`src/rtl/pll_freq_lock_mon.sv`:
```
// Reference-clock frequency monitor with hysteretic lock detection.
// The asynchronous reference is synchronised, edge-detected and divided by
// 2^REF_DIV_LOG2 to form a measurement gate. The number of system clocks per
// gate is compared against a runtime nominal/tolerance window. The result
// drives a lock state machine and fast/slow correction hints.
`timescale 1ns/1ps

module pll_freq_lock_mon #(
  parameter int REF_DIV_LOG2 = 13,
  parameter int CNT_W        = 21,
  parameter int LOCK_CNT     = 4,
  parameter int UNLOCK_CNT   = 2,
  parameter int SYNC_STAGES  = 3
) (
  input  logic             clk_i,
  input  logic             rstn_i,
  input  logic             ref_i,
  input  logic             cfg_en_i,
  input  logic [CNT_W-1:0] nominal_i,
  input  logic [CNT_W-1:0] tol_i,
  output logic [CNT_W-1:0] meas_o,
  output logic [CNT_W:0]   err_o,
  output logic             meas_valid_o,
  output logic             timeout_o,
  output logic             in_window_o,
  output logic             fast_o,
  output logic             slow_o,
  output logic             lock_o,
  output logic             ok_o
);

  // Signed comparison width: one extra bit so nominal+tol never wraps and
  // one sign bit so nominal-tol may go negative.
  localparam int SW = CNT_W + 2;

  localparam logic [REF_DIV_LOG2-1:0] EDGE_ONE  = REF_DIV_LOG2'(1);
  localparam logic [REF_DIV_LOG2-1:0] EDGE_LAST = '1;
  localparam logic [CNT_W-1:0]        CNT_ONE   = CNT_W'(1);
  localparam logic [CNT_W-1:0]        CNT_MAX   = '1;
  localparam logic [3:0]              LOCK_LAST   = 4'(LOCK_CNT - 1);
  localparam logic [3:0]              UNLOCK_LAST = 4'(UNLOCK_CNT - 1);
  localparam logic [3:0]              CNT4_ONE    = 4'(1);

  typedef enum logic [1:0] {
    DISABLED = 2'd0,
    ARM      = 2'd1,
    UNLOCKED = 2'd2,
    LOCKED   = 2'd3
  } state_t;

  state_t                  state;
  logic [SYNC_STAGES-1:0]  ref_sync;
  logic                    ref_last;
  logic                    edge_stb;
  logic [REF_DIV_LOG2-1:0] edge_cnt;
  logic [CNT_W-1:0]        meas_cnt;
  logic [3:0]              good_cnt;
  logic [3:0]              bad_cnt;

  logic                    boundary;
  logic                    saturated;
  logic signed [SW-1:0]    meas_s;
  logic signed [SW-1:0]    nom_s;
  logic signed [SW-1:0]    tol_s;
  logic signed [SW-1:0]    lo_lim;
  logic signed [SW-1:0]    hi_lim;
  logic [CNT_W:0]          err_calc;
  logic                    cmp_fast;
  logic                    cmp_slow;
  logic                    cmp_in;

  // Reference synchroniser chain followed by a registered rising-edge strobe.
  always_ff @(posedge clk_i or negedge rstn_i) begin
    if (!rstn_i) begin
      ref_sync <= '0;
      ref_last <= 1'b0;
      edge_stb <= 1'b0;
    end else begin
      ref_sync <= {ref_sync[SYNC_STAGES-2:0], ref_i};
      ref_last <= ref_sync[SYNC_STAGES-1];
      edge_stb <= ref_sync[SYNC_STAGES-1] & ~ref_last;
    end
  end

  // Gate boundary, saturation and window comparison of the running count.
  always_comb begin
    boundary  = edge_stb && (edge_cnt == EDGE_LAST);
    saturated = (meas_cnt == CNT_MAX);
    meas_s    = $signed({2'b00, meas_cnt});
    nom_s     = $signed({2'b00, nominal_i});
    tol_s     = $signed({2'b00, tol_i});
    lo_lim    = nom_s - tol_s;
    hi_lim    = nom_s + tol_s;
    // The difference always fits CNT_W+1 signed bits, so modular
    // subtraction yields the exact two's complement error.
    err_calc  = {1'b0, meas_cnt} - {1'b0, nominal_i};
    cmp_fast  = (meas_s < lo_lim);
    cmp_slow  = (meas_s > hi_lim);
    cmp_in    = ~cmp_fast & ~cmp_slow;
  end

  // Lock state machine together with the gate counters and result registers.
  always_ff @(posedge clk_i or negedge rstn_i) begin
    if (!rstn_i) begin
      state        <= DISABLED;
      edge_cnt     <= '0;
      meas_cnt     <= '0;
      good_cnt     <= '0;
      bad_cnt      <= '0;
      meas_o       <= '0;
      err_o        <= '0;
      meas_valid_o <= 1'b0;
      timeout_o    <= 1'b0;
      in_window_o  <= 1'b0;
      fast_o       <= 1'b0;
      slow_o       <= 1'b0;
      lock_o       <= 1'b0;
    end else if (!cfg_en_i) begin
      // Disable overrides everything, including a coincident boundary;
      // the last measurement and error are deliberately held.
      state        <= DISABLED;
      edge_cnt     <= '0;
      meas_cnt     <= '0;
      good_cnt     <= '0;
      bad_cnt      <= '0;
      meas_valid_o <= 1'b0;
      timeout_o    <= 1'b0;
      in_window_o  <= 1'b0;
      fast_o       <= 1'b0;
      slow_o       <= 1'b0;
      lock_o       <= 1'b0;
    end else begin
      meas_valid_o <= 1'b0;
      timeout_o    <= 1'b0;

      if (edge_stb) begin
        edge_cnt <= edge_cnt + EDGE_ONE;
      end
      if (boundary) begin
        meas_cnt <= CNT_ONE;
      end else if (!saturated) begin
        meas_cnt <= meas_cnt + CNT_ONE;
      end

      case (state)
        DISABLED: begin
          state <= ARM;
        end

        ARM: begin
          // The first boundary only opens a gate; saturation here is silent.
          if (boundary) begin
            state <= UNLOCKED;
          end
        end

        UNLOCKED, LOCKED: begin
          if (boundary) begin
            meas_o       <= meas_cnt;
            err_o        <= err_calc;
            in_window_o  <= cmp_in;
            fast_o       <= cmp_fast;
            slow_o       <= cmp_slow;
            meas_valid_o <= 1'b1;
            if (state == UNLOCKED) begin
              if (!cmp_in) begin
                good_cnt <= '0;
              end else if (good_cnt == LOCK_LAST) begin
                good_cnt <= '0;
                lock_o   <= 1'b1;
                state    <= LOCKED;
              end else begin
                good_cnt <= good_cnt + CNT4_ONE;
              end
            end else begin
              if (cmp_in) begin
                bad_cnt <= '0;
              end else if (bad_cnt == UNLOCK_LAST) begin
                bad_cnt <= '0;
                lock_o  <= 1'b0;
                state   <= UNLOCKED;
              end else begin
                bad_cnt <= bad_cnt + CNT4_ONE;
              end
            end
          end else if (saturated) begin
            // Reference lost: report a maximal slow result, drop lock at
            // once and re-arm from a clean edge count.
            meas_o       <= CNT_MAX;
            err_o        <= err_calc;
            in_window_o  <= 1'b0;
            fast_o       <= 1'b0;
            slow_o       <= 1'b1;
            lock_o       <= 1'b0;
            meas_valid_o <= 1'b1;
            timeout_o    <= 1'b1;
            edge_cnt     <= '0;
            meas_cnt     <= '0;
            good_cnt     <= '0;
            bad_cnt      <= '0;
            state        <= ARM;
          end
        end

        default: begin
          state <= DISABLED;
        end
      endcase
    end
  end

  // Healthy when locked, or when monitoring is intentionally switched off.
  assign ok_o = lock_o | ~cfg_en_i;

endmodule

```
`config.mk`:
```
export PLATFORM = sky130hd
export DESIGN_NAME = pll_freq_lock_mon
export DESIGN_NICKNAME = d
export VERILOG_FILES = /design/src/rtl/pll_freq_lock_mon.sv
export SDC_FILE = /design/constraint.sdc
export NUM_CORES = 1
export LEC_CHECK = 0
export BUFFER_PORTS_ARGS = -buffer_cell sky130_fd_sc_hd__buf_2
export CORE_ASPECT_RATIO = 0.6
export CORE_MARGIN = 2
export CORE_UTILIZATION = 38
export DETAILED_ROUTE_END_ITERATION = 7
export PLACE_DENSITY = 0.61
export SLEW_MARGIN = 20
export SYNTH_ARGS = -nofsm -noshare
export SYNTH_HDL_FRONTEND = slang
export SYNTH_SLANG_ARGS = --single-unit
```
`constraint.sdc`:
```
create_clock -name clk_i -period 7.65 [get_ports clk_i]
set_input_delay 1.53 -clock clk_i [delete_from_list [all_inputs] [get_ports clk_i]]
set_output_delay 1.53 -clock clk_i [all_outputs]
set_load 0.01 [all_outputs]
```
Yosys cells after proc, flatten, opt, wreduce, memory -nomap -nowiden:

Index checks and enable logic that the tools add are counted.

* word-level logic and storage cells: 127
* bits of input ports: 46
* register bits after elaboration: 98

* equal/unequal tests: 21
* add/subtract/negate cells: 7
* multiplexer cells: 64
* bitwise operators: 7
* reductions and logical operators: 10
* order comparisons: 2

Operators with widths (number)
* 21-bit 2-to-1 mux: 8
* 13-bit 2-to-1 mux: 5
* 4-bit 2-to-1 mux: 13
* 22-bit 2-to-1 mux: 2
* 21-bit by 21-bit subtractor with 22-bit output: 2
* 1-bit 2-to-1 mux: 26
* 21-bit by 21-bit adder with 22-bit output: 1
* 21-bit by 22-bit greater-than comparator with 1-bit output: 1
* 22-bit < comparator: 1
* 21-bit by 1-bit adder with 21-bit output (second input constant): 1
* 21-bit == test (second input constant): 1
* 5-bit inequality test (second input constant): 4
* 2-bit 2-to-1 mux: 9
* 13-bit by 1-bit adder with 13-bit output (second input constant): 1
* 13-bit == test (second input constant): 1
* 6-bit AND reduction: 2
* 3-bit AND reduction: 3
* 4-bit by 1-bit adder with 4-bit output (second input constant): 2
* 4-bit by 3-bit inequality test with 1-bit output (second input constant): 2
* 4-bit inequality test (second input constant): 2
* 3-bit inequality test (second input constant): 2
* 2-bit case mux with 3 select lines: 1
* 2-bit == test (second input constant): 2
* 4-bit by 1-bit == test with 1-bit output (second input constant): 1
* 14 further kinds: 18

Longest topological paths before layout:

* word-level depth: 9
* mapped depth: 23
* depth with buffers taken out: 21

Worst setup path before layout:

Ideal clock, no wire load.

* path kind: in2reg
* from: input nominal_i[0]
* to: register state[0]
* arrival time: 5.409 ns
* setup slack: 2.161 ns
* stages: 22
* required time: 7.571 ns
* library setup time: 0.079 ns
* cells stage by stage: inv_1 ha_1 fa_1 nor2b_1 o31ai_1 a2111oi_0 o2111ai_1 a31oi_1 o21ai_0 nand2b_1 o31ai_1 xnor2_1 ha_1 nand3_1 nor4_1 a221oi_1 o221ai_1 a311oi_2 or2_1 buf_6 o311ai_4 mux2i_1

* word-level cells in the longest chain between the ends: 6
* elaborated cells between the ends (all ways): 11
* classes of those cells: add/sub: 2; order compare: 2; eq/ne: 3; bitwise: 3; reduce/logical: 1

Ends and longest elaborated chain
* from (decl): line 19 `input logic [CNT_W-1:0] nominal_i,`
* 21-bit by 21-bit subtractor with 22-bit output / 21-bit by 21-bit adder with 22-bit output (equally long branches): line 92, 93
* 22-bit < comparator / 21-bit by 22-bit greater-than comparator with 1-bit output (equally long branches): line 97, 98
* 1-bit inverter: line 99 `cmp_in = ~cmp_fast & ~cmp_slow;`
* 1-bit bitwise AND *: line 99
* 5-bit inequality test (no source line)
* 6-bit AND reduction (no source line) *
* to (signal assigned): line 105 `state <= DISABLED;`
* to (signal assigned): line 121 `state <= DISABLED;`
* to (signal assigned): line 147 `state <= ARM;`
* to (decl): line 51 `state_t state;`

Mark *: on every way between the ends. The rest lies on a longest branch, timed or not.
A chain may end at the register's enable or synchronous reset.

Final worst setup path:

* from: input nominal_i[0]
* to: register good_cnt[2]

* word-level cells in the longest chain between the ends: 9
* elaborated cells between the ends (all ways): 12
* classes of those cells: add/sub: 2; order compare: 2; mux: 5; bitwise: 3

Ends and longest elaborated chain
* 21-bit by 21-bit subtractor with 22-bit output / 21-bit by 21-bit adder with 22-bit output (equally long branches): line 92, 93
* 22-bit < comparator / 21-bit by 22-bit greater-than comparator with 1-bit output (equally long branches): line 97, 98
* 1-bit inverter: line 99
* 1-bit bitwise AND *: line 99
* 4-bit 2-to-1 mux *: line 166 `if (!cmp_in) begin`
* 4-bit 2-to-1 mux *: line 165 `if (state == UNLOCKED) begin`
* 4-bit 2-to-1 mux *: line 158 `if (boundary) begin`
* 4-bit 2-to-1 mux *: line 145 `case (state)`
* 4-bit 2-to-1 mux *: line 118 `end else if (!cfg_en_i) begin`
* to (signal assigned): line 173 `good_cnt <= good_cnt + CNT4_ONE;`
* to (decl): line 57 `logic [3:0] good_cnt;`

Mark *: on every way between the ends. The rest lies on a longest branch, timed or not. The select of a mux whose other input is x is not followed.

==> qor.txt <==
M1 WL: 12600 µm
Setup_tns: 0 ns
Final setup violation count: 0
Max-cap check violation count: 0
Crit-path max cell delay: 0.70 ns
I/O Buffers: 95
Sequential area share after synthesis: 30.0%
Post-CTS Resized: 0
Yosys Warn Count: 0
# rows: 41
Status: completed
Min Tclk post-route: 6.39 ns
Yosys reg bits: 98
First-pass GRT wire length: 35900 µm
Clock Latency Late Sink: 0.35 ns
Placer Congestion: 0.905
Comb power frac: 24.9%
Post-Layout Cell Count: 1283
Post-synth EDFFs: 0
Initial Utilization: 38.8%
Switching power: 409 µW
Final Cycle Share: 83.5%
Pwr per Cell Area: 143 mW/mm²
Delay-heaviest family, CP: compound AO/OA/AOI/OAI gates
Syn nets: 1077
CP arrival: 6.62 ns
P_leak: 0.00455 µW
Total iterations of the first detailed-routing run: 4
Prevailing post-synth register cell: dfrtp_1
Chip width: 193 µm
Layout cell share with drive strength beyond 1: 15.2%
Register area: 0.00245 mm²
Remaining DRCs: 0
Area of the multi-input gates: 0.00529 mm²
Distinct cells, synth: 81
Sequential share of power: 40.0%
CTS root buf: clkbuf_16
Core Region: 0.0211 mm²
Worst Path Required: 7.89 ns
Number of diodes: 0
CP max-delay cell: a2111oi_0
I/O Pins: 96
Layout area overhead: 12.4%
DR vias: 6877
Largest net degree at the start of global routing: 64
Metal3 WL: 1340 µm
WL per Instance: 17.2 µm
Number of DRC markers in iteration 0: 603
GRT Overall Usage: 19.8%
Sink Count: 98
Final #Nets: 1158
WL final: 22100 µm
Startpoint type of the worst setup path: primary input
Crit Path Max Fanout: 8
Hold WC Path Type: flop to flop
Hold_buf cts: 0
Post-Synthesis Cells: 918
Max clock buf depth: 2
Clock skew: 0.00969 ns
CP Cell Sequence: buf_2 -> inv_1 -> ha_1 -> fa_1 -> nor2b_1 -> o31ai_1 -> a2111oi_0 -> buf_4 -> o2111ai_1 -> a31oi_1 -> o21ai_0 -> nand2b_1 -> o31ai_1 -> xnor2_1 -> ha_1 -> nand3_1 -> nor4_1 -> a221oi_1 -> o221ai_1 -> a311oi_2 -> or2_1 -> nor3_2 -> a32o_1
Highest routed layer: met4
Internal: 909 µW
Hold WS: 0.349 ns
Sw Ratio: 31.0%
Postcts setup bufs: 0
Ys async rst share: 100%
Post-DR vias/cell: 5.36
Setup crit end kind: flop
Worst-Margin Slew: 1.04 ns
RSZ-0062 raised after global routing: false
Avg Cell Area, Syn: 8.92 µm²
Vias in the first global route: 6345
GR Overflow Total: 0
Slew Viols, Final: 0
Inst Count DP: 1267
Worst path bufs/invs: 3
Clock transition at path regs: 0.07 ns
WS Path Type: primary input to flop
Die height: 118 µm
FILL cells: 2105
Cell Area, Synth: 0.00818 mm²
Detailed placer's ending HPWL: 17800 µm
WL met2: 8070 µm
Die Area: 0.0228 mm²
Post-layout util: 43.6%
Max Clk Rate: 157 MHz
Clock power share: 35.0%
DRT antenna net count: 0
Slew margin rel.: 28.7%
Final hold vios: 0
TritonCTS buffer count: 9
Worst vdd ir: 0.117 mV
TritonCTS clock tree: done
Antenna violations before repair: 0
H-tree depth: 3
[layout make-up]
class,instances,area share (%)
clock inverters,7,0.830
flip-flops and latches,98,26.7
well taps,279,3.79
multi-input cells,711,57.5
inverters,80,3.26
repair buffers,99,5.52
clock buffers,9,2.45
[sequential cells by signal, summed over array words and instances, names as in the netlist]
| name | cells |
|---|---|
| bad_cnt | 4 |
| edge_cnt | 13 |
| edge_stb | 1 |
| err_o | 22 |
| fast_o | 1 |
| good_cnt | 4 |
| in_window_o | 1 |
| lock_o | 1 |
| meas_cnt | 21 |
| meas_o | 21 |
| meas_valid_o | 1 |
| ref_last | 1 |
| ref_sync | 3 |
| slow_o | 1 |
| state | 2 |
| timeout_o | 1 |
[worst paths after layout]
| kind | start | to | slack, ns | cells past startpoint |
|---|---|---|---|---|
| setup reg to reg | meas_cnt[1] | err_o[19] | 4.12 | 10 |
| hold reg to reg | ref_sync[0] | ref_sync[1] | 0.35 | 0 |
| setup / recovery | nominal_i[0] | good_cnt[2] | 1.26 | 23 |
| hold / removal | ref_sync[0] | ref_sync[1] | 0.35 | 0 |
| min in group asynchronous | rstn_i | err_o[13] | 1.14 | 1 |
| max in group asynchronous | rstn_i | meas_o[3] | 5.33 | 2 |
[cells by family (layout without fill, tap and decap cells)]
| family | Yosys count | in the layout | share of synthesized area (%) |
|---|---|---|---|
| compound gates | 250 | 250 | 21.5 |
| xor+xnor | 79 | 79 | 8.45 |
| fa+ha+maj | 113 | 113 | 17.6 |
| buf+inv | 109 | 195 | 5.41 |
| flops | 98 | 98 | 30.0 |
| mux | 4 | 4 | 0.505 |
| simple gates | 265 | 265 | 16.6 |
[cell usage after synthesis, drive strengths merged (4+ instances only)]
| library cell | count | area (µm²) |
|---|---|---|
| inv | 80 | 300 |
| nand2b | 14 | 95.1 |
| a2111oi | 5 | 62.6 |
| o21ai | 55 | 283 |
| xnor2 | 52 | 455 |
| o211ai | 6 | 45.0 |
| clkbuf | 15 | 57.6 |
| a21oi | 62 | 318 |
| nand2 | 58 | 218 |
| and3 | 8 | 50.1 |
| nor2 | 76 | 285 |
| a21o | 15 | 113 |
| o31ai | 10 | 98.8 |
| or2 | 9 | 58.8 |
| o21bai | 13 | 97.6 |
| and4 | 4 | 37.5 |
| nor3 | 20 | 126 |
| nor2b | 14 | 87.6 |
| xor2 | 27 | 236 |
| dfrtp | 98 | 2450 |
| nor4 | 4 | 46.3 |
| buf | 14 | 85.1 |
| ha | 110 | 1380 |
| o22a | 22 | 193 |
| o21a | 15 | 113 |
| a31oi | 7 | 43.8 |
| a211oi | 6 | 45.0 |
| or3 | 6 | 37.5 |
| nand4 | 15 | 100 |
| nand3 | 28 | 150 |
[through the flow]
step	total power, µW	worst slack, ns	instance area [µm²]
floorplan	768	2.16	8180
global placement	860	1.04	8900
detailed placement	862	1.06	8900
CTS	1330	1.40	9200
global route	1390	0.962	9200
finish	1320	1.26	9200
[metal layers]
| metal | GRT usage [%] | up-vias |
|---|---|---|
| li1 | - | 3423 |
| met1 | 33.7 | 3261 |
| met2 | 24.8 | 184 |
| met3 | 4.44 | 9 |
| met4 | 1.91 | 0 |
| met5 | 0 | - |
[power by group through the flow]
stage          clock network [µW]  registers [µW]  logic (µW)
5_1_grt                       495             528         367
6_report                      462             528         329
4_1_cts                       472             528         326
2_1_floorplan                   0             535         233
3_3_place_gp                    0             538         322
3_5_place_dp                    0             538         324
[placed cells by master, fill, tap and decap left out, types with 8 or more instances in the layout]
master | synthesis | final
nand2_1 | 58 | 58
ha_1 | 110 | 110
o22a_1 | 22 | 22
o21a_1 | 15 | 15
nand4_1 | 14 | 14
o21ai_0 | 48 | 47
xnor2_1 | 52 | 52
a21o_1 | 15 | 15
nand2b_1 | 13 | 13
xor2_1 | 27 | 27
nor3_1 | 16 | 16
nor2b_1 | 14 | 14
nor2_1 | 76 | 76
inv_1 | 79 | 79
clkbuf_16 | 0 | 9
buf_2 | 11 | 94
a21oi_1 | 60 | 60
dfrtp_1 | 98 | 98
nand3_1 | 26 | 26
and3_1 | 8 | 8
o21bai_1 | 13 | 13
(Power assumes the default switching activity.)
